**src/rtl/display_pkg.sv**
```systemverilog
// Shared constants for the multiplexed 7-segment scan driver:
// hex-to-segment table, blank pattern and index-width helper.
package display_pkg;

    // Active-high g..a patterns; entry 15 (F) first so the index equals the hex value.
    localparam logic [15:0][6:0] SEG_TABLE = {
        7'h71, 7'h79, 7'h5E, 7'h39, 7'h7C, 7'h77, 7'h6F, 7'h7F,
        7'h07, 7'h7D, 7'h6D, 7'h66, 7'h4F, 7'h5B, 7'h06, 7'h3F
    };

    localparam logic [7:0] SEG_OFF = 8'h00;

    function automatic int idx_width(input int n);
        return (n <= 1) ? 1 : $clog2(n);
    endfunction

endpackage

```
**src/rtl/display_seg7_decode.sv**
```systemverilog
// Combinational hex digit plus decimal point to active-high segment pattern.
module seg7_decode
    import display_pkg::*;
(
    input  logic [3:0] value,
    input  logic       dp,
    output logic [7:0] pattern
);

    always_comb begin
        pattern = {dp, SEG_TABLE[value]};
    end

endmodule

```
**src/rtl/display_scan.sv**
```systemverilog
// Multiplexed 7-segment scan driver with frame-synchronous shadow data,
// leading-zero suppression and PWM brightness with a blanked phase 0.
module display_scan
    import display_pkg::*;
#(
    parameter int N_DIGITS       = 8,
    parameter int DIV_LOG2       = 16,
    parameter int SEG_ACTIVE_LOW = 1,
    parameter int EN_ACTIVE_LOW  = 0
) (
    input  logic                  clk_i,
    input  logic                  rst_i,
    input  logic [4*N_DIGITS-1:0] data_i,
    input  logic [N_DIGITS-1:0]   en_i,
    input  logic [N_DIGITS-1:0]   dp_i,
    input  logic                  lz_en_i,
    input  logic [3:0]            bright_i,
    output logic [7:0]            led_cx_o,
    output logic [N_DIGITS-1:0]   led_en_o,
    output logic                  frame_o
);

    localparam int IW = idx_width(N_DIGITS);
    localparam logic [7:0]          CX_IDLE = (SEG_ACTIVE_LOW != 0) ? ~SEG_OFF : SEG_OFF;
    localparam logic [N_DIGITS-1:0] EN_IDLE = (EN_ACTIVE_LOW != 0) ? '1 : '0;

    logic [DIV_LOG2-1:0]   cnt;
    logic [IW-1:0]         idx;
    logic [4*N_DIGITS-1:0] sh_data;
    logic [N_DIGITS-1:0]   sh_en;
    logic [N_DIGITS-1:0]   sh_dp;
    logic                  sh_lz;
    logic [3:0]            sh_bright;

    logic                  cnt_max;
    logic                  idx_last;
    logic                  load;
    logic [3:0]            phase;
    logic [N_DIGITS-1:0]   supp;
    logic [3:0]            cur_val;
    logic [7:0]            seg_ah;
    logic                  lit;
    logic [7:0]            cx_next;
    logic [N_DIGITS-1:0]   en_next;

    assign cnt_max  = &cnt;
    assign idx_last = (idx == IW'(N_DIGITS - 1));
    assign load     = cnt_max && idx_last;
    assign phase    = cnt[DIV_LOG2-1 -: 4];
    assign cur_val  = sh_data[4*int'(idx) +: 4];

    // Walk from the most significant digit down; disabled digits leave the zero run intact.
    always_comb begin
        logic run;
        logic zero_k;
        supp   = '0;
        run    = 1'b1;
        zero_k = 1'b0;
        for (int k = N_DIGITS - 1; k >= 0; k--) begin
            zero_k  = (sh_data[4*k +: 4] == 4'd0) && !sh_dp[k];
            supp[k] = sh_lz && run && zero_k && (k != 0);
            if (sh_en[k]) begin
                run = run && zero_k;
            end
        end
    end

    seg7_decode u_decode (
        .value   (cur_val),
        .dp      (sh_dp[idx]),
        .pattern (seg_ah)
    );

    always_comb begin
        lit     = (phase != 4'd0) && (phase <= sh_bright) && sh_en[idx] && !supp[idx];
        cx_next = CX_IDLE;
        en_next = EN_IDLE;
        if (lit) begin
            cx_next = (SEG_ACTIVE_LOW != 0) ? ~seg_ah : seg_ah;
            en_next = (EN_ACTIVE_LOW != 0) ? ~(N_DIGITS'(1) << idx) : (N_DIGITS'(1) << idx);
        end
    end

    always_ff @(posedge clk_i) begin
        if (!rst_i) begin
            cnt       <= '0;
            idx       <= '0;
            sh_data   <= '0;
            sh_en     <= '0;
            sh_dp     <= '0;
            sh_lz     <= 1'b0;
            sh_bright <= 4'd0;
            frame_o   <= 1'b0;
            led_cx_o  <= CX_IDLE;
            led_en_o  <= EN_IDLE;
        end else begin
            cnt     <= cnt + DIV_LOG2'(1);
            frame_o <= load;
            if (cnt_max) begin
                idx <= idx_last ? '0 : idx + IW'(1);
            end
            if (load) begin
                sh_data   <= data_i;
                sh_en     <= en_i;
                sh_dp     <= dp_i;
                sh_lz     <= lz_en_i;
                sh_bright <= bright_i;
            end
            led_cx_o <= cx_next;
            led_en_o <= en_next;
        end
    end

endmodule

```
**config.mk**
```make
export PLATFORM = sky130hd
export DESIGN_NAME = display_scan
export DESIGN_NICKNAME = d
export VERILOG_FILES = /design/src/rtl/display_pkg.sv /design/src/rtl/display_seg7_decode.sv /design/src/rtl/display_scan.sv
export SDC_FILE = /design/constraint.sdc
export NUM_CORES = 1
export LEC_CHECK = 0
export CORE_ASPECT_RATIO = 1.4
export CORE_MARGIN = 2
export CORE_UTILIZATION = 65
export CTS_BUF_LIST = sky130_fd_sc_hd__clkbuf_8
export DETAILED_ROUTE_END_ITERATION = 12
export DONT_BUFFER_PORTS = 1
export PLACE_DENSITY = 0.83
export SYNTH_ARGS = -nofsm -noshare
export SYNTH_HDL_FRONTEND = slang
export SYNTH_SLANG_ARGS = --single-unit
```
**constraint.sdc**
```tcl
create_clock -name clk_i -period 2.9 [get_ports clk_i]
set_input_delay 0.29 -clock clk_i [delete_from_list [all_inputs] [get_ports clk_i]]
set_output_delay 0.29 -clock clk_i [all_outputs]
set_load 0.05 [all_outputs]
```
==> results of run 1 <==
[cell type report]
| cell class | instances | area share [%] |
|---|---|---|
| clock buffers | 9 | 2.75 |
| repair buffers | 5 | 1.39 |
| inverters | 12 | 0.999 |
| well taps | 74 | 2.05 |
| multi-input cells | 331 | 51.2 |
| flip-flops and latches | 89 | 39.5 |
| clock inverters | 7 | 2.11 |
[placed cells by master, fill, tap and decap left out, types with 2 or more instances in the layout]
master     instances
nand2_1          121
dfxtp_1           89
a21boi_1          50
and2_1            26
ha_1              16
inv_1             11
nand3_1            9
xnor2_1            9
clkbuf_8           9
mux4_1             8
o21ai_0            8
a21oi_1            7
a21boi_0           6
or4_1              6
mux2i_1            5
mux4_2             4
xor2_1             4
and3_1             4
nand4_1            4
o21ai_1            3
nor2_1             3
buf_4              3
mux2i_4            2
and4_4             2
nor2b_1            2
and4_1             2
or3_1              2
o22ai_1            2
a31oi_1            2
o211ai_1           2
o221ai_1           2
nand2b_1           2
bufinv_16          2
clkinv_4           2
clkinv_2           2
buf_12             2
[flip-flops by register name (all words and copies together) (netlist names)]
register	flops
idx	3
led_en_o	8
sh_en	8
sh_lz	1
sh_data	32
sh_dp	8
frame_o	1
led_cx_o	8
sh_bright	4
cnt	16
[metal layers]
layer	vias to the layer above	part of all wire, %
met4	0	1.7
met3	13	4.2
li1	1567	-
met1	1512	42
met2	77	52
met5	-	0
[logic make-up after synthesis]
family | count (synthesis) | synth area share [%]
xor+xnor | 13 | 2.64
buf+inv | 39 | 5.19
mux | 20 | 9.43
fa+ha+maj | 16 | 4.64
compound gates | 91 | 15.2
simple gates | 191 | 21.6
flops | 89 | 41.3
[metrics by stage]
step	instance area [um^2]	hold WS (ns)	instances	power (mW)	utilization [%]
2_1_floorplan	4310	0.414	459	1.28	-
3_3_place_gp	4290	0.416	511	1.27	66.2
3_5_place_dp	4290	0.419	511	1.27	66.2
4_1_cts	4510	0.0348	527	2.18	69.5
5_1_grt	4510	0.0347	527	2.24	69.5
6_report	4510	0.0532	527	2.17	69.5
[worst max-delay path: cells and delay by family (launching register included)]
kind                     cells  cell delay, ns
buffers and inverters        1            0.13
AO/OA/AOI/OAI                1            0.09
adder cells (fa/ha/maj)      1            0.25
AND/OR/NAND/NOR              1            0.06
flip-flops                   1            0.59
multiplexers                 3            1.23
[worst max path at each step]
stage,start,to,slack (ns),cells past startpoint
final,idx[0]$_SDFFE_PN0P_,led_cx_o[4]$_SDFF_PN1_,0.41,7
after detailed placement,idx[0]$_SDFFE_PN0P_,led_cx_o[4]$_SDFF_PN1_,0.40,7
after floorplan,idx[0]$_SDFFE_PN0P_,led_cx_o[3]$_SDFF_PN1_,0.68,11
after global routing,idx[1]$_SDFFE_PN0P_,led_cx_o[3]$_SDFF_PN1_,0.27,9
after global placement,idx[0]$_SDFFE_PN0P_,led_cx_o[4]$_SDFF_PN1_,0.57,7
after CTS,idx[0]$_SDFFE_PN0P_,led_cx_o[4]$_SDFF_PN1_,0.40,7
[power breakdown]
part	switching [mW]	leakage, nW	total, mW	internal [mW]
combinational	0.00217	0.862	0.0164	0.0142
clock	0.438	0.109	0.923	0.485
sequential	0.00233	0.717	1.23	1.22
total	0.443	1.69	2.17	1.72
==> out/qor.yml, run 1 <==
finish:
  fin_nets: 519
  antennaDiodeCount: 0
  multi_input_area_um2: 2310
  fillers: 527
  area_growth_pct: 4.53
  drive_gt1_share_pct: 7.73
  ff_latch_area_um2: 1780
detailed_routing:
  drc: 0
  drt-total-wl_um: 8560
  drt_iter0_drc: 204
  vias_per_cell: 6.01
  vias: 3169
  ant_nets: 0
  wl_per_cell_um: 16.2
  first_pass_iters: 4
timing:
  slew_headroom_pct: 52.9
  setup_slack_ns: 0.408
  timing.fmax_mhz: 401
  setup_tns_ns: 0
  setup_viol: 0
  fin_skew_ns: 0.0106
  worst_slew_pin_slew_ns: 0.706
  final-hold-violation-count: 0
  period_share_pct: 85.9
  slew_viol_final: 0
  rsz0062_at_grt: "no"
  min_period_ns: 2.49
global_route:
  grt_max_degree: 76
  grtUsageMet2_pct: 41.5
  grt-ovfl-total: 0
  top_usage_layer: "met2"
  use_met3_pct: 5.72
  grt_pass1_wl_um: 14200
  track_usage_pct: 24.9
  grt_pass1_vias: 2994
  antenna_found_initial: 0
  met1_usage_pct: 31.3
synth:
  yosysSeqAreaShare_pct: 41.3
  synth.avg_cell_area_um2: 9.39
  synth-seq-cells: 89
  synthArstFlopShare_pct: 0
  synthesis.nets: 530
  yosysUniqueCellTypes: 55
  syn_area_um2: 4310
  synthDominantCellAreaShare_pct: 41.3
  netlist_instances: 459
  synth_common_cells: "121 x nand2_1, 89 x dfxtp_1, 50 x a21boi_1, 26 x and2_1, 16 x ha_1"
  yosys_most_used_dff: "dfxtp_1"
  yosys-top-cells-area: "dfxtp_1 41%, nand2_1 11%, a21boi_1 8.7%"
  ys_warn_count: 0
  synth_edf_count: 0
  synthMostInstantiatedCell: "nand2_1"
  synth_area_leader_cell: "dfxtp_1"
die:
  coreArea_um2: 6480
  initial_core_util_pct: 66.5
  rows: 35
  die-area_um2: 7310
  die_w_um: 72.8
  design.portCount: 72
  die_h_um: 100
setup_path:
  crit_chain: "mux4_1 -> mux2i_4 -> inv_1 -> ha_1 -> mux2_2 -> nand2_1 -> o211ai_1"
  path_class: "register to register"
  crit_required_ns: 3.12
  r2r-end: "led_cx_o[4]$_SDFF_PN1_"
  slowest_delay_ns: 0.68
  r2r_cells: 7
  critPathSlowestCell: "mux4_1"
  cp_max_fo: 9
  cp.arrival_ns: 2.71
  end_kind: "register"
  startpoint_type: "register"
  r2r_setup_slack_ns: 0.41
  rr_startpoint: "idx[0]$_SDFFE_PN0P_"
cts:
  post_cts_resized: 0
  htreeDepth: 3
  ctsHoldBuffers: 0
  clkLatencyLatePin_ns: 0.36
  clkTransAtPathRegs_ns: 0.09
  clock_path_buffers: 2
  cts_sinks: 89
  numCtsBuffers: 9
  postCtsSetupBuffers: 0
  cts.root.buffer_cell: "clkbuf_8"
  cts_tree: "done"
power:
  vdd_drop_max_v: 0.000377
  powerDensity_nw_per_um2: 481
  leakage_nw: 1.69
min_path:
  hold_path.class: "input pin to register"
  holdPathEnd: "cnt[11]$_SDFF_PN0_"
  hold_depth: 1
  hp-start: "rst_i"
placement:
  place.gp.congestion: 0.922
  dpl.hpwl_um: 6300
  pre_cts_ws_ns: 0.403
  numPortBuffers: 0
outcome:
  status: "finished clean"
run:
  drv_cap: 0
Power figures use the tool's default switching activity.
==> run 2, diff against run 1 <==
--- a/config.mk
+++ b/config.mk
@@ -5,6 +5,7 @@
 export SDC_FILE = /design/constraint.sdc
 export NUM_CORES = 1
 export LEC_CHECK = 0
+export CAP_MARGIN = 30
 export CORE_ASPECT_RATIO = 1.4
 export CORE_MARGIN = 2
 export CORE_UTILIZATION = 65
==> results of run 2 <==
Final layout, timing and power as in run 1 (identical DEF).
